`config.mk`:
```
export PLATFORM = sky130hd
export DESIGN_NAME = parser_sched_flat
export DESIGN_NICKNAME = d
export VERILOG_FILES = /design/src/rtl/parser_pkg.sv /design/src/rtl/parser_sched_if.sv /design/src/rtl/sched_fifo.sv /design/src/rtl/parser_sched.sv /design/src/flat_wrapper.sv
export SDC_FILE = /design/constraint.sdc
export NUM_CORES = 1
export LEC_CHECK = 0
export BUFFER_PORTS_ARGS = -buffer_cell sky130_fd_sc_hd__buf_2
export CAP_MARGIN = 20
export CORE_AREA = 2 2 302 304
export DETAILED_ROUTE_END_ITERATION = 10
export DIE_AREA = 0 0 304 306
export GPL_ROUTABILITY_DRIVEN = 0
export PLACE_DENSITY = 0.65
export SKIP_CTS_REPAIR_TIMING = 1
export SYNTH_ARGS = -nofsm -noshare
export SYNTH_HDL_FRONTEND = slang
export SYNTH_SLANG_ARGS = --single-unit
```
`constraint.sdc`:
```
create_clock -name clk -period 18.62 [get_ports clk]
set_input_delay 0 -clock clk [delete_from_list [all_inputs] [get_ports clk]]
set_output_delay 0 -clock clk [all_outputs]
set_load 0.05 [all_outputs]
```
`src/rtl/parser_pkg.sv`:
```
// parser_pkg: types and constants shared by the parser scheduler slice.
// Holds the FSM state enum, the config FIFO entry struct and NO_HEADER.
package parser_pkg;

  localparam int DATA_W = 32;
  localparam int BYTE_W = 8;
  localparam int HDR_MAX_LEN = 16;
  localparam int NUM_HEADERS_DEF = 2;
  localparam int NEXT_TABLE_SIZE_DEF = 2;

  localparam logic [DATA_W-1:0] NO_HEADER = '1;

  typedef enum logic [2:0] {
    S_IDLE,
    S_ISSUE_CFG,
    S_ISSUE_PKT,
    S_WAIT,
    S_HALT
  } sched_state_t;

  typedef struct packed {
    logic [DATA_W-1:0] hdr_id;
    logic [DATA_W-1:0] hdr_len;
    logic [DATA_W-1:0] tag_start;
    logic [DATA_W-1:0] tag_len;
    logic [NEXT_TABLE_SIZE_DEF-1:0][DATA_W-1:0] next_table;
  } cfg_entry_t;

endpackage

```
`src/rtl/parser_sched_if.sv`:
```
// parser_sched_if: upstream packet/config, parser and result signals.
// slave = scheduler side, master = environment (upstream + parser).
interface parser_sched_if
  import parser_pkg::*;
#(
  parameter int NUM_HEADERS = NUM_HEADERS_DEF,
  parameter int NEXT_TABLE_SIZE = NEXT_TABLE_SIZE_DEF
);
  logic                                     pkt_valid_i;
  logic [HDR_MAX_LEN-1:0][BYTE_W-1:0]       pkt_hdr_i;
  logic                                     pkt_ready_o;
  logic                                     cfg_valid_i;
  logic [DATA_W-1:0]                        cfg_hdr_id_i;
  logic [DATA_W-1:0]                        cfg_hdr_len_i;
  logic [DATA_W-1:0]                        cfg_next_tag_start_i;
  logic [DATA_W-1:0]                        cfg_next_tag_len_i;
  logic [NEXT_TABLE_SIZE-1:0][DATA_W-1:0]   cfg_next_table_i;
  logic                                     cfg_ready_o;
  logic                                     psr_start_o;
  logic [HDR_MAX_LEN-1:0][BYTE_W-1:0]       psr_hdr_o;
  logic                                     psr_mod_start_o;
  logic [DATA_W-1:0]                        psr_mod_hdr_id_o;
  logic [DATA_W-1:0]                        psr_mod_hdr_len_o;
  logic [DATA_W-1:0]                        psr_mod_next_tag_start_o;
  logic [DATA_W-1:0]                        psr_mod_next_tag_len_o;
  logic [NEXT_TABLE_SIZE-1:0][DATA_W-1:0]   psr_mod_next_table_o;
  logic                                     psr_ready_i;
  logic [NUM_HEADERS-1:0][DATA_W-1:0]       psr_hdrs_i;
  logic                                     res_valid_o;
  logic [NUM_HEADERS-1:0][DATA_W-1:0]       res_hdrs_o;
  logic                                     stuck_o;

  modport slave (
    input  pkt_valid_i, pkt_hdr_i,
    output pkt_ready_o,
    input  cfg_valid_i, cfg_hdr_id_i, cfg_hdr_len_i,
    input  cfg_next_tag_start_i, cfg_next_tag_len_i, cfg_next_table_i,
    output cfg_ready_o,
    output psr_start_o, psr_hdr_o,
    output psr_mod_start_o, psr_mod_hdr_id_o, psr_mod_hdr_len_o,
    output psr_mod_next_tag_start_o, psr_mod_next_tag_len_o,
    output psr_mod_next_table_o,
    input  psr_ready_i, psr_hdrs_i,
    output res_valid_o, res_hdrs_o, stuck_o
  );

  modport master (
    output pkt_valid_i, pkt_hdr_i,
    input  pkt_ready_o,
    output cfg_valid_i, cfg_hdr_id_i, cfg_hdr_len_i,
    output cfg_next_tag_start_i, cfg_next_tag_len_i, cfg_next_table_i,
    input  cfg_ready_o,
    input  psr_start_o, psr_hdr_o,
    input  psr_mod_start_o, psr_mod_hdr_id_o, psr_mod_hdr_len_o,
    input  psr_mod_next_tag_start_o, psr_mod_next_tag_len_o,
    input  psr_mod_next_table_o,
    output psr_ready_i, psr_hdrs_i,
    input  res_valid_o, res_hdrs_o, stuck_o
  );
endinterface

```
`src/rtl/sched_fifo.sv`:
```
// sched_fifo: synchronous FIFO of cfg_entry_t with full/empty flags.
// Ports: clk, rst (sync, high), i_push/i_data, i_pop/o_data, o_full, o_empty.
module sched_fifo
  import parser_pkg::*;
#(
  parameter int DEPTH = 4
) (
  input  logic       clk,
  input  logic       rst,
  input  logic       i_push,
  input  cfg_entry_t i_data,
  input  logic       i_pop,
  output cfg_entry_t o_data,
  output logic       o_full,
  output logic       o_empty
);
  localparam int AW = $clog2(DEPTH);

  cfg_entry_t      r_mem [DEPTH];
  logic [AW:0]     r_wp;
  logic [AW:0]     r_rp;
  logic            w_push;
  logic            w_pop;

  assign w_push  = i_push && !o_full;
  assign w_pop   = i_pop && !o_empty;
  assign o_empty = (r_wp == r_rp);
  // extra pointer bit tells a full wrap from empty
  assign o_full  = (r_wp[AW] != r_rp[AW]) &&
                   (r_wp[AW-1:0] == r_rp[AW-1:0]);
  assign o_data  = r_mem[r_rp[AW-1:0]];

  always_ff @(posedge clk) begin
    if (rst) begin
      r_wp <= '0;
      r_rp <= '0;
    end else begin
      if (w_push) r_wp <= r_wp + 1'b1;
      if (w_pop)  r_rp <= r_rp + 1'b1;
    end
  end

  always_ff @(posedge clk) begin
    if (w_push) r_mem[r_wp[AW-1:0]] <= i_data;
  end
endmodule

```
`src/rtl/parser_sched.sv`:
```
// parser_sched: serializes config writes and packet starts to the parser.
// Ports: clk, rst (sync, high), bus (parser_sched_if.slave). Optional
// watchdog/HALT state enabled by macro PARSER_SCHED_WATCHDOG_EN.
module parser_sched
  import parser_pkg::*;
#(
  parameter int NUM_HEADERS     = NUM_HEADERS_DEF,
  parameter int NEXT_TABLE_SIZE = NEXT_TABLE_SIZE_DEF,
  parameter int CFG_FIFO_DEPTH  = 4,
  parameter int MAX_CFG_BURST   = 2,
  parameter int TIMEOUT_CYCLES  = 64
) (
  input logic           clk,
  input logic           rst,
  parser_sched_if.slave bus
);
  localparam int BW = $clog2(MAX_CFG_BURST + 1);
  localparam logic [BW-1:0] BURST_MAX = BW'(MAX_CFG_BURST);

  sched_state_t r_state;
  sched_state_t w_next;

  logic                               r_buf_valid;
  logic [HDR_MAX_LEN-1:0][BYTE_W-1:0] r_buf_hdr;
  logic [BW-1:0]                      r_burst;
  logic [BW-1:0]                      w_burst_nxt;
  cfg_entry_t                         r_cfg_cur;
  logic                               r_res_valid;
  logic [NUM_HEADERS-1:0][DATA_W-1:0] r_res_hdrs;

  logic [NEXT_TABLE_SIZE-1:0][DATA_W-1:0] w_tbl;
  cfg_entry_t w_cfg_in;
  cfg_entry_t w_cfg_head;
  logic       w_full;
  logic       w_empty;
  logic       w_push;
  logic       w_pop;
  logic       w_pkt_acc;
  logic       w_start;
  logic       w_mod;
  logic       w_done;
  logic       w_halt;

`ifdef PARSER_SCHED_WATCHDOG_EN
  localparam int WW = $clog2(TIMEOUT_CYCLES + 1);
  localparam logic [WW-1:0] WD_LAST = WW'(TIMEOUT_CYCLES - 1);
  logic [WW-1:0] r_wd;

  assign w_halt = (r_state == S_HALT);

  always_ff @(posedge clk) begin
    if (rst) r_wd <= '0;
    else if (r_state == S_WAIT) r_wd <= r_wd + 1'b1;
    else r_wd <= '0;
  end
`else
  assign w_halt = 1'b0;
`endif

  assign w_tbl    = bus.cfg_next_table_i;
  assign w_cfg_in = '{
    hdr_id:     bus.cfg_hdr_id_i,
    hdr_len:    bus.cfg_hdr_len_i,
    tag_start:  bus.cfg_next_tag_start_i,
    tag_len:    bus.cfg_next_tag_len_i,
    next_table: w_tbl
  };

  assign bus.pkt_ready_o = !r_buf_valid && !w_halt;
  assign bus.cfg_ready_o = !w_full && !w_halt;
  assign w_pkt_acc = bus.pkt_valid_i && bus.pkt_ready_o;
  assign w_push    = bus.cfg_valid_i && bus.cfg_ready_o;

  sched_fifo #(.DEPTH(CFG_FIFO_DEPTH)) u_fifo (
    .clk     (clk),
    .rst     (rst),
    .i_push  (w_push),
    .i_data  (w_cfg_in),
    .i_pop   (w_pop),
    .o_data  (w_cfg_head),
    .o_full  (w_full),
    .o_empty (w_empty)
  );

  always_comb begin
    w_next      = r_state;
    w_burst_nxt = r_burst;
    w_pop       = 1'b0;
    w_start     = 1'b0;
    w_mod       = 1'b0;
    w_done      = 1'b0;
    unique case (r_state)
      S_IDLE: begin
        // configs only count against the burst while a packet waits
        if (!w_empty && (!r_buf_valid || r_burst < BURST_MAX)) begin
          w_next      = S_ISSUE_CFG;
          w_pop       = 1'b1;
          w_burst_nxt = r_buf_valid ? r_burst + 1'b1 : '0;
        end else if (r_buf_valid) begin
          w_next      = S_ISSUE_PKT;
          w_burst_nxt = '0;
        end else begin
          w_burst_nxt = '0;
        end
      end
      S_ISSUE_CFG: begin
        w_mod  = 1'b1;
        w_next = S_IDLE;
      end
      S_ISSUE_PKT: begin
        w_start = 1'b1;
        w_next  = S_WAIT;
      end
      S_WAIT: begin
        if (bus.psr_ready_i) begin
          w_done = 1'b1;
          w_next = S_IDLE;
        end
`ifdef PARSER_SCHED_WATCHDOG_EN
        else if (r_wd == WD_LAST) begin
          w_next = S_HALT;
        end
`endif
      end
`ifdef PARSER_SCHED_WATCHDOG_EN
      S_HALT: w_next = S_HALT;
`endif
      default: w_next = S_IDLE;
    endcase
  end

  always_ff @(posedge clk) begin
    if (rst) begin
      r_state     <= S_IDLE;
      r_burst     <= '0;
      r_buf_valid <= 1'b0;
      r_buf_hdr   <= '0;
      r_cfg_cur   <= '0;
      r_res_valid <= 1'b0;
      r_res_hdrs  <= {NUM_HEADERS{NO_HEADER}};
    end else begin
      r_state     <= w_next;
      r_burst     <= w_burst_nxt;
      r_res_valid <= w_done;
      if (w_pop) r_cfg_cur <= w_cfg_head;
      if (w_pkt_acc) begin
        r_buf_valid <= 1'b1;
        r_buf_hdr   <= bus.pkt_hdr_i;
      end else if (w_done) begin
        r_buf_valid <= 1'b0;
      end
      if (w_done) r_res_hdrs <= bus.psr_hdrs_i;
    end
  end

  assign bus.psr_start_o              = w_start;
  assign bus.psr_hdr_o                = r_buf_hdr;
  assign bus.psr_mod_start_o          = w_mod;
  assign bus.psr_mod_hdr_id_o         = r_cfg_cur.hdr_id;
  assign bus.psr_mod_hdr_len_o        = r_cfg_cur.hdr_len;
  assign bus.psr_mod_next_tag_start_o = r_cfg_cur.tag_start;
  assign bus.psr_mod_next_tag_len_o   = r_cfg_cur.tag_len;
  assign bus.psr_mod_next_table_o     = r_cfg_cur.next_table;
  assign bus.res_valid_o              = r_res_valid;
  assign bus.res_hdrs_o               = r_res_hdrs;
  assign bus.stuck_o                  = w_halt;
endmodule

```
`src/flat_wrapper.sv`:
```
// flat-port wrapper written by rule: the top's interface ports become plain ports
module parser_sched_flat import parser_pkg::*;
#(
  parameter int NUM_HEADERS     = NUM_HEADERS_DEF,
  parameter int NEXT_TABLE_SIZE = NEXT_TABLE_SIZE_DEF,
  parameter int CFG_FIFO_DEPTH  = 4,
  parameter int MAX_CFG_BURST   = 2,
  parameter int TIMEOUT_CYCLES  = 64
)
  (clk, rst, bus_pkt_valid_i, bus_pkt_hdr_i, bus_pkt_ready_o, bus_cfg_valid_i, bus_cfg_hdr_id_i, bus_cfg_hdr_len_i, bus_cfg_next_tag_start_i, bus_cfg_next_tag_len_i, bus_cfg_next_table_i, bus_cfg_ready_o, bus_psr_start_o, bus_psr_hdr_o, bus_psr_mod_start_o, bus_psr_mod_hdr_id_o, bus_psr_mod_hdr_len_o, bus_psr_mod_next_tag_start_o, bus_psr_mod_next_tag_len_o, bus_psr_mod_next_table_o, bus_psr_ready_i, bus_psr_hdrs_i, bus_res_valid_o, bus_res_hdrs_o, bus_stuck_o);
  parser_sched_if #(.NUM_HEADERS(NUM_HEADERS), .NEXT_TABLE_SIZE(NEXT_TABLE_SIZE)) bus_i ();
  input logic clk;
  input logic rst;
  input wire logic [$bits(bus_i.pkt_valid_i)-1:0] bus_pkt_valid_i;
  input wire logic [$bits(bus_i.pkt_hdr_i)-1:0] bus_pkt_hdr_i;
  output wire logic [$bits(bus_i.pkt_ready_o)-1:0] bus_pkt_ready_o;
  input wire logic [$bits(bus_i.cfg_valid_i)-1:0] bus_cfg_valid_i;
  input wire logic [$bits(bus_i.cfg_hdr_id_i)-1:0] bus_cfg_hdr_id_i;
  input wire logic [$bits(bus_i.cfg_hdr_len_i)-1:0] bus_cfg_hdr_len_i;
  input wire logic [$bits(bus_i.cfg_next_tag_start_i)-1:0] bus_cfg_next_tag_start_i;
  input wire logic [$bits(bus_i.cfg_next_tag_len_i)-1:0] bus_cfg_next_tag_len_i;
  input wire logic [$bits(bus_i.cfg_next_table_i)-1:0] bus_cfg_next_table_i;
  output wire logic [$bits(bus_i.cfg_ready_o)-1:0] bus_cfg_ready_o;
  output wire logic [$bits(bus_i.psr_start_o)-1:0] bus_psr_start_o;
  output wire logic [$bits(bus_i.psr_hdr_o)-1:0] bus_psr_hdr_o;
  output wire logic [$bits(bus_i.psr_mod_start_o)-1:0] bus_psr_mod_start_o;
  output wire logic [$bits(bus_i.psr_mod_hdr_id_o)-1:0] bus_psr_mod_hdr_id_o;
  output wire logic [$bits(bus_i.psr_mod_hdr_len_o)-1:0] bus_psr_mod_hdr_len_o;
  output wire logic [$bits(bus_i.psr_mod_next_tag_start_o)-1:0] bus_psr_mod_next_tag_start_o;
  output wire logic [$bits(bus_i.psr_mod_next_tag_len_o)-1:0] bus_psr_mod_next_tag_len_o;
  output wire logic [$bits(bus_i.psr_mod_next_table_o)-1:0] bus_psr_mod_next_table_o;
  input wire logic [$bits(bus_i.psr_ready_i)-1:0] bus_psr_ready_i;
  input wire logic [$bits(bus_i.psr_hdrs_i)-1:0] bus_psr_hdrs_i;
  output wire logic [$bits(bus_i.res_valid_o)-1:0] bus_res_valid_o;
  output wire logic [$bits(bus_i.res_hdrs_o)-1:0] bus_res_hdrs_o;
  output wire logic [$bits(bus_i.stuck_o)-1:0] bus_stuck_o;
  assign bus_i.pkt_valid_i = bus_pkt_valid_i;
  assign bus_i.pkt_hdr_i = bus_pkt_hdr_i;
  assign bus_pkt_ready_o = bus_i.pkt_ready_o;
  assign bus_i.cfg_valid_i = bus_cfg_valid_i;
  assign bus_i.cfg_hdr_id_i = bus_cfg_hdr_id_i;
  assign bus_i.cfg_hdr_len_i = bus_cfg_hdr_len_i;
  assign bus_i.cfg_next_tag_start_i = bus_cfg_next_tag_start_i;
  assign bus_i.cfg_next_tag_len_i = bus_cfg_next_tag_len_i;
  assign bus_i.cfg_next_table_i = bus_cfg_next_table_i;
  assign bus_cfg_ready_o = bus_i.cfg_ready_o;
  assign bus_psr_start_o = bus_i.psr_start_o;
  assign bus_psr_hdr_o = bus_i.psr_hdr_o;
  assign bus_psr_mod_start_o = bus_i.psr_mod_start_o;
  assign bus_psr_mod_hdr_id_o = bus_i.psr_mod_hdr_id_o;
  assign bus_psr_mod_hdr_len_o = bus_i.psr_mod_hdr_len_o;
  assign bus_psr_mod_next_tag_start_o = bus_i.psr_mod_next_tag_start_o;
  assign bus_psr_mod_next_tag_len_o = bus_i.psr_mod_next_tag_len_o;
  assign bus_psr_mod_next_table_o = bus_i.psr_mod_next_table_o;
  assign bus_i.psr_ready_i = bus_psr_ready_i;
  assign bus_i.psr_hdrs_i = bus_psr_hdrs_i;
  assign bus_res_valid_o = bus_i.res_valid_o;
  assign bus_res_hdrs_o = bus_i.res_hdrs_o;
  assign bus_stuck_o = bus_i.stuck_o;
  parser_sched #(.NUM_HEADERS(NUM_HEADERS), .NEXT_TABLE_SIZE(NEXT_TABLE_SIZE), .CFG_FIFO_DEPTH(CFG_FIFO_DEPTH), .MAX_CFG_BURST(MAX_CFG_BURST), .TIMEOUT_CYCLES(TIMEOUT_CYCLES)) u_core (.clk(clk), .rst(rst), .bus(bus_i));
endmodule
```
Word level (Yosys, flattened, before mapping)
Memories as Yosys holds them, arrays and structs flattened. A register that Yosys moved wholly into a read port is not among the register bits.
Cells that the tools add are included.
- bits in writable memories: 768
- latch bits: 0
- word-level logic and storage cells: 66
- input port bits: 389
- flip-flop bits (word level): 205
- output and inout port bits: 390
- memories kept: 1
- bits in read-only memories: 0
- memories (name ; depth ; bits a word ; read ports ; clocked after memory_dff ; write ports ; RTL line ; text):
    u_core.u_fifo.r_mem ; 4 ; 192 ; 1 ; 1 ; 1 ; sched_fifo.sv:19 ; cfg_entry_t r_mem [DEPTH];
- multipliers: 0
- bitwise gates (word level): 0
- magnitude comparators: 1
- div/mod/pow operators: 0
- $add $sub $neg: 3
- shift operators: 0
- muxes and demuxes: 16
- reduce and logical (&&, ||, !) cells: 13
- equal/unequal tests: 8
- operators with widths (cell ; count):
    $mux 1 ; 10
    $mux 3 ; 3
    $pmux 3 s3 ; 1
    $add 3x1->3 const B ; 2
    $eq 3x2->1 const B ; 2
    $logic_and 1x1->1 ; 6
    $mux 2 ; 2
    $eq 3x1->1 const B ; 1
    $eq 3x3->1 ; 1
    $logic_not 1->1 ; 3
    $logic_not 3->1 ; 1
    $ne 3x1->1 const B ; 1
    $add 2x1->2 const B ; 1
    $eq 2x2->1 ; 1
    $lt 2x2->1 const B ; 1
    $ne 2x2->1 const B ; 1
    $reduce_and 2->1 ; 1
    $reduce_bool 2->1 ; 1
    $logic_or 1x1->1 ; 1
    $ne 1x1->1 ; 1

Depth between registers and ports, before layout
Gate-level depths: netlist (run 1).
- word-level depth: 7
- depth in mapped cells: 8
- depth with buffers taken out: 4

Cells and area by module
From an unflattened synthesis (run 1), not the netlist that was laid out.
- cell total of the unflattened synthesis: 2772
- area, all modules: 41788.8 µm²
- by module, submodules not included (module ; instances ; area each (µm²) ; sequential area each (µm²) ; cells an instance):
    sched_fifo ; 1 ; 28300.9 ; 23222.3 ; 1071
    parser_sched ; 1 ; 13487.9 ; 7807.5 ; 1701

Worst setup path after synthesis (run 1)
Ideal clock, no wire load.
- path type: register to register
- start point: register u_core.u_fifo.r_rp[1]
- end point: memory u_core.u_fifo.r_mem[0][0] (netlist name) (enable)
- arrival time: 5.429 ns
- slack: 12.615 ns
- clock period less this slack: 6.005 ns
- library setup time: 0.576 ns
- cell stages (with the launch flop): 5
- path buffers: 1
- required time: 18.044 ns
- cell sequence: dfxtp_1 -> buf_4 -> xor2_2 -> o31a_1 -> and2_1
- longest elaborated chain between the ends: 7
- RTL lines (what ; RTL line ; text):
    start, declared ; sched_fifo.sv:21 ; logic [AW:0] r_rp;
    start signal, assigned ; sched_fifo.sv:39 ; if (w_pop) r_rp <= r_rp + 1'b1;
    $eq 2x2->1 (*) ; sched_fifo.sv:30 ; (r_wp[AW-1:0] == r_rp[AW-1:0]);
    $logic_and 1x1->1 (*) ; sched_fifo.sv:29 ; assign o_full = (r_wp[AW] != r_rp[AW]) &&
    $logic_not 1->1 (*) ; sched_fifo.sv:25, parser_sched.sv:70 ;
    $logic_and 1x1->1 ; parser_sched.sv:72 ; assign w_push = bus.cfg_valid_i && bus.cfg_ready_o;
    $logic_and 1x1->1 (*) ; sched_fifo.sv:25 ; assign w_push = i_push && !o_full;
    $mux 1 (*) ; sched_fifo.sv:44 ; if (w_push) r_mem[r_wp[AW-1:0]] <= i_data;
    $mux 1 (implied by the code) (*) ; sched_fifo.sv:44 ;
    end, declared ; sched_fifo.sv:19 ;
Mark *: on every way between the ends. The rest lies on a longest branch, timed or not.

Worst setup path in the final report (run 1)
- start point: register u_core.u_fifo.r_rp[0]
- end point: memory u_core.u_fifo.r_mem[3][39] (netlist name) (enable)
The elaborated chain is that of the path after synthesis.

==> flow_metrics.env, run 1 <==
export IMPL_status="finished, final reports clean"
export IMPL_final_antenna_net_count=0
export IMPL_cp_common_cell="buf_4"
export IMPL_viasPerCell=5.26
export IMPL_cts_buffers_inserted=115
export IMPL_cp_start_kind="flop"
export IMPL_syn_avg_cell_area_um2=15.1
export IMPL_clk_pin_slew_worst_paths_ns=0.06
export IMPL_worst_path_max_fanout=54
export IMPL_synthXorXnorAreaFrac_pct=0.163
export IMPL_rsz0062_at_grt="false"
export IMPL_cts_htree_levels=3
export IMPL_critical_path_required_ns=18.95
export IMPL_synth_simple_area_share_pct=8.46
export IMPL_seqPwrFrac_pct=41.5
export IMPL_period_minus_slack_ns=3.96
export IMPL_cts_root_buffer="clkbuf_16"
export IMPL_clock_sinks=1164
export IMPL_ys_warn_count=0
export IMPL_placedCellCount=4559
export IMPL_tns_ns=0
export IMPL_ys_seq_elements=1164
export IMPL_p_sw_uw=2650
export IMPL_drt_iter0_markers=2480
export IMPL_synth_top_family_by_area="multiplexers"
export IMPL_die_area_mm2=0.0930
export IMPL_max_stage_delay_ns=0.75
export IMPL_die_w_um=304
export IMPL_synth_nets=3141
export IMPL_timing_final_crit_share_pct=21.3
export IMPL_syn_area_mm2=0.0415
export IMPL_dr_wl_met2_mm=62.8
export IMPL_cp_slowest_cell="dfxtp_4"
export IMPL_peakVddDrop_v=0.000167
export IMPL_port_buffer_count=777
export IMPL_maxSlewViolCount=0
export IMPL_grt_pass1_wl_mm=166
export IMPL_cts_tree="built"
export IMPL_die_h_um=306
export IMPL_place_hpwl_mm=77.0
export IMPL_clk_latency_ns=0.72
export IMPL_io_pins=779
export IMPL_final_instance_count_excl_fill=5239
export IMPL_first_pass_iters=6
export IMPL_nNetsFinal=4337
export IMPL_power_density_mw_per_mm2=141
export IMPL_top_layer="met5"
export IMPL_worstMarginPinSlew_ns=1.12
export IMPL_combPwrFrac_pct=27.4
export IMPL_relSlewSlack_pct=25.0
export IMPL_wl_per_cell_um=23.3
export IMPL_totalWireLength_mm=122
export IMPL_critical_path_class="flop to flop"
export IMPL_final_util_pct=61.3
export IMPL_timing_fmax_mhz=252
export IMPL_cp_end_kind="flop"
export IMPL_final_cell_mix="buf_2, nand2_1, edfxtp_1"
export IMPL_grt_overflow_total=0
export IMPL_synth_fa_ha_area_share_pct=0.151
export IMPL_cts_path_max_buffers=3
export IMPL_setup_violations=0
export IMPL_grtUsageTotal_pct=24.4
export IMPL_switching_share_pct=34.1
export IMPL_whs_ns=0.0362
export IMPL_finalClockSkew_ns=0.0333
export IMPL_maxCapViolations=0
export IMPL_path_cells="xor2_2 > o31a_1 > and2_4 > buf_4 > buf_4"
export IMPL_intPower_uw=5120
export IMPL_synth_mux_area_share_pct=10.4
export IMPL_synthToLayoutAreaGrowth_pct=32.3
export IMPL_drcViolationCount=0
export IMPL_yosysSeqAreaShare_pct=74.7
export IMPL_min_path_type="input port to flop"
export IMPL_p_leak_uw=0.0206
export IMPL_syn_inst=2747
export IMPL_grt_pass1_vias=24900
export IMPL_synth_cell_types=34
export IMPL_antenna_found_initial=28
export IMPL_wl_met3_mm=9.02
export IMPL_vias=27500
export IMPL_num_rows=110
export IMPL_initial_core_util_pct=46.3
export IMPL_drive_gt1_share_pct=29.8
export IMPL_hold_violations=0
export IMPL_met1_length_mm=44.3
export IMPL_arrival_ns=4.29
export IMPL_coreArea_mm2=0.0896
export IMPL_grt_max_degree=194
export IMPL_synth_compound_area_share_pct=4.18
export IMPL_clkPwrFrac_pct=31.1
export IMPL_layout_commonest_cell="buf_2"
[final timing paths]
| kind | startpoint | to | slack [ns] | depth (start not counted) |
|---|---|---|---|---|
| worst max-delay path | u_core.u_fifo.r_rp[0] | u_core.u_fifo.r_mem[3][39] | 14.66 | 5 |
| worst min-delay path | bus_cfg_next_table_i[19] | u_core.u_fifo.r_mem[1][19] | 0.04 | 2 |
| worst max register to register | u_core.u_fifo.r_rp[0] | u_core.u_fifo.r_mem[3][39] | 14.66 | 5 |
| worst min register to register | u_core.bus.psr_mod_hdr_len_o[24] | u_core.bus.psr_mod_hdr_len_o[24] | 0.45 | 2 |
[cell usage after synthesis, drive strengths merged]
cell type	n	area (µm²)
nand4	2	12.5
nand3b	65	488
a221oi	1	8.76
nor2	10	37.5
nand2	773	2900
conb	1	3.75
and2	4	25.0
a21oi	326	1630
o21ai	2	10.0
dfxtp	396	7930
ha	5	62.6
buf	76	405
a21boi	1	7.51
mux2i	1	10.0
inv	5	18.8
nand2b	1	6.26
or3	2	12.5
o31ai	1	21.3
o2bb2ai	1	8.76
mux4	192	4320
a21bo	1	10.0
xnor2	3	26.3
nand3	2	10.0
edfxtp	768	23100
nor2b	3	18.8
a211oi	1	12.5
xor2	3	41.3
clkbuf	98	368
o31a	2	17.5
a21o	1	7.51
[cells by family (layout without fill, tap and decap cells)]
kind of cell    count (synthesis)  count (layout)
buf+inv                       179            1475
fa+ha+maj                       5               5
other cells                     1              21
flops                        1164            1164
mux                           193             193
simple gates                  862             862
compound gates                337             337
xor+xnor                        6               6
[routing by layer]
metal	up-vias	GRT usage [%]
met2	1123	42.8
met3	280	7.33
met1	13700	27.7
met4	18	10.5
li1	12400	-
met5	-	0
[through the flow]
step	setup slack (ns)	total power (µW)	cell area (µm²)
after global routing	14.30	8070	54900
after floorplan	12.62	4760	41500
after global placement	14.58	5320	46400
after detailed placement	14.57	5340	46400
after CTS	14.56	7740	50400
final	14.66	7770	54900
[final cells by class]
type | count | area [µm²]
Clock buffer | 167 | 3340
Antenna cell | 20 | 50.0
Tap cell | 1176 | 1470
Multi-Input combinational cell | 1404 | 9750
Fill cell | 6693 | 34700
Inverter | 5 | 18.8
Clock inverter | 50 | 666
Timing Repair Buffer | 1253 | 8590
Sequential cell | 1164 | 31000
[state kept, by name, summed over array words and instances (netlist names), 32 cells and up]
register / cells
u_core.bus.psr_hdr_o: 128
u_core.bus.psr_mod_hdr_id_o: 32
u_core.bus.psr_mod_hdr_len_o: 32
u_core.bus.psr_mod_next_table_o: 64
u_core.bus.psr_mod_next_tag_len_o: 32
u_core.bus.psr_mod_next_tag_start_o: 32
u_core.bus.res_hdrs_o: 64
u_core.u_fifo.r_mem: 768
[critical path, delay by kind of cell, from the launching register on]
kind,cells,cell delay [ns]
compound gates,1,0.38
buf+inv,2,1.39
xor+xnor,1,0.31
flops,1,0.75
simple gates,1,0.60
[power by group through the flow]
stage	clock network, µW	registers, µW	logic, µW
2_1_floorplan	0	3870	893
3_3_place_gp	0	3270	2050
3_5_place_dp	0	3270	2060
4_1_cts	2450	3220	2070
5_1_grt	2560	3250	2260
6_report	2420	3220	2130
Note: power is estimated with default switching activity, not from simulation.
==> run 2, diff against run 1 <==
ABC_AREA = 1   (was unset)
CORE_AREA = 2 2 305 307   (was 2 2 302 304)
DIE_AREA = 0 0 307 309   (was 0 0 304 306)
clock period = 4 ns   (was 18.62 ns; I/O delays follow)
==> flow_metrics.env, run 2 <==
export IMPL_yosysSeqAreaShare_pct=74.0
export IMPL_maxSlewViolCount=0
export IMPL_min_path_type="input port to flop"
export IMPL_async_flop_share_pct=0
export IMPL_grt_pass1_wl_mm=166
export IMPL_relSlewSlack_pct=11.2
export IMPL_place_hpwl_mm=67.1
export IMPL_synth_edf_count=768
export IMPL_cts_root_buffer="clkbuf_16"
export IMPL_drcViolationCount=0
export IMPL_p_leak_uw=0.0212
export IMPL_final_util_pct=60.1
export IMPL_synth_top_flop_cell="edfxtp_1"
export IMPL_first_pass_iters=8
export IMPL_final_instance_count_excl_fill=6022
export IMPL_clock_sinks=1164
export IMPL_timing_final_crit_share_pct=83.5
export IMPL_arrival_ns=3.95
export IMPL_finalClockSkew_ns=0.0254
export IMPL_cts_path_max_buffers=3
export IMPL_cts_htree_levels=3
export IMPL_io_pins=779
export IMPL_period_minus_slack_ns=3.34
export IMPL_synth_cell_types=26
export IMPL_critical_path_class="flop to flop"
export IMPL_vias=31700
export IMPL_totalWireLength_mm=120
export IMPL_timing_fmax_mhz=300
export IMPL_rsz0062_at_grt="false"
export IMPL_clkPwrFrac_pct=28.8
export IMPL_viasPerCell=5.26
export IMPL_worstMarginPinSlew_ns=1.33
export IMPL_cp_start_kind="flop"
export IMPL_ys_warn_count=0
export IMPL_synth_largest_area_cell="edfxtp_1"
export IMPL_critical_path_required_ns=4.61
export IMPL_placedCellCount=5366
export IMPL_switching_share_pct=38.3
export IMPL_synthToLayoutAreaGrowth_pct=31.0
export IMPL_status="finished, final reports clean"
export IMPL_grt_pass1_vias=27500
export IMPL_tns_ns=0
export IMPL_intPower_uw=23600
export IMPL_power_density_mw_per_mm2=698
export IMPL_final_cell_mix="buf_2, edfxtp_1, nor2_1"
export IMPL_port_buffer_count=777
export IMPL_peakVddDrop_v=0.000758
export IMPL_grt_max_degree=234
export IMPL_clk_pin_slew_worst_paths_ns=0.06
export IMPL_drt_iter0_markers=2891
export IMPL_ys_top_cells_by_area="edfxtp_1, dfxtp_1, o21ai_0"
export IMPL_cp_end_kind="flop"
export IMPL_combPwrFrac_pct=31.4
export IMPL_num_fill_cells=7181
export IMPL_cts_buffers_inserted=117
export IMPL_initial_core_util_pct=45.8
export IMPL_grtUsageTotal_pct=22.9
export IMPL_largest_reg_flops=768
export IMPL_coreArea_mm2=0.0914
export IMPL_drive_gt1_share_pct=21.0
export IMPL_synth_nets=4018
export IMPL_die_area_mm2=0.0949
export IMPL_p_sw_uw=14700
export IMPL_maxCapViolations=0
export IMPL_synth_top_cell_area_share_pct=55.1
export IMPL_grt_overflow_total=0
export IMPL_layout_commonest_cell="buf_2"
export IMPL_wl_per_cell_um=20.0
export IMPL_synth_most_common_cell="edfxtp_1"
export IMPL_syn_area_mm2=0.0419
export IMPL_final_antenna_net_count=0
export IMPL_die_w_um=307
export IMPL_seqPwrFrac_pct=39.8
export IMPL_ys_seq_elements=1164
export IMPL_cts_tree="built"
export IMPL_syn_inst=3624
export IMPL_die_h_um=309
export IMPL_setup_violations=0
export IMPL_nNetsFinal=5113
export IMPL_syn_avg_cell_area_um2=11.6
export IMPL_hold_violations=0
export IMPL_clk_latency_ns=0.71
export IMPL_num_rows=111
export IMPL_synthTopCellsByCount="edfxtp_1, nor2_1, nand2_1"
export IMPL_worst_path_max_fanout=103
export IMPL_antenna_found_initial=16
run 2: cell count changes in the layout (fill, tap and decap cells not counted), moves of 11 or more:
cell           change
nand2_1          -238
buf_12            +13
o21ai_0          +513
nand3b_1          -64
nor2_1           +640
nand3_1           +67
a21oi_1          -127
mux4_2           -192
dlygate4sd3_1     -24
inv_1             +11
buf_4             -11
o22ai_1          +192
run 2: cell type report:
class                           instances  area [µm²]  share of cell area, %
Clock buffer                          169        3370                   6.14
Antenna cell                           13        32.5                 0.0593
Inverter                               23         113                  0.205
Tap cell                             1186        1480                   2.70
Timing Repair Buffer                 1231        8530                   15.5
Multi-Input combinational cell       2182        9800                   17.8
Clock inverter                         54         566                   1.03
Sequential cell                      1164       31000                   56.5
run 2: final timing paths:
path	from	endpoint	slack [ns]	cells past startpoint
max reg2reg	u_core.u_fifo.r_rp[1]	u_core.bus.psr_mod_next_table_o[29]	0.66	9
min reg2reg	u_core.bus.res_hdrs_o[2]	u_core.bus.res_hdrs_o[2]	0.45	2
max	u_core.u_fifo.r_rp[1]	u_core.bus.psr_mod_next_table_o[29]	0.66	9
min	bus_psr_hdrs_i[55]	u_core.bus.res_hdrs_o[55]	0.03	4
run 2: through the flow:
step	worst slack [ns]	area, µm²	total power (µW)	hold WS, ns
finish	0.662	54900	38300	0.0290
global route	0.453	54900	39900	0.0110
CTS	0.718	50600	38000	-0.557
detailed placement	0.722	46700	27100	0.215
global placement	0.782	46700	27000	0.210
floorplan	-0.584	41900	23700	0.0989
run 2: metal layers:
metal	global-route usage [%]	routed length (µm)	vias up
met2	39.3	60400	1160
met4	11.0	5030	8
met1	26.2	46200	15300
met5	0	44	-
li1	-	-	14900
met3	6.76	8600	298
run 2: cell families after synthesis:
kind of cell / count (synthesis) / synth area share (%)
AO/OA/AOI/OAI: 906 / 11.4
other: 1 / 0.00895
buffers and inverters: 278 / 2.78
XOR/XNOR: 2 / 0.0418
AND/OR/NAND/NOR: 1268 / 11.6
flip-flops: 1164 / 74.0
adder cells (fa/ha/maj): 5 / 0.149
run 2: power by group through the flow:
stage                     clock network [µW]  registers [µW]  logic [µW]
final                                  11000           15200       12000
after global routing                   11600           15400       12900
after CTS                              11200           15200       11700
after detailed placement                   0           15400       11600
after global placement                     0           15400       11500
after floorplan                            0           19200        4520
run 2: critical path: stages, from the launching register on:
cell and delay (ns):
dfxtp_4 0.74, inv_6 0.38, nand2_1 0.18, nand2_2 0.08, nand3_2 0.11, nand3_4 0.12
inv_6 0.66, buf_12 0.50, nand2_1 0.11, a21oi_1 0.20
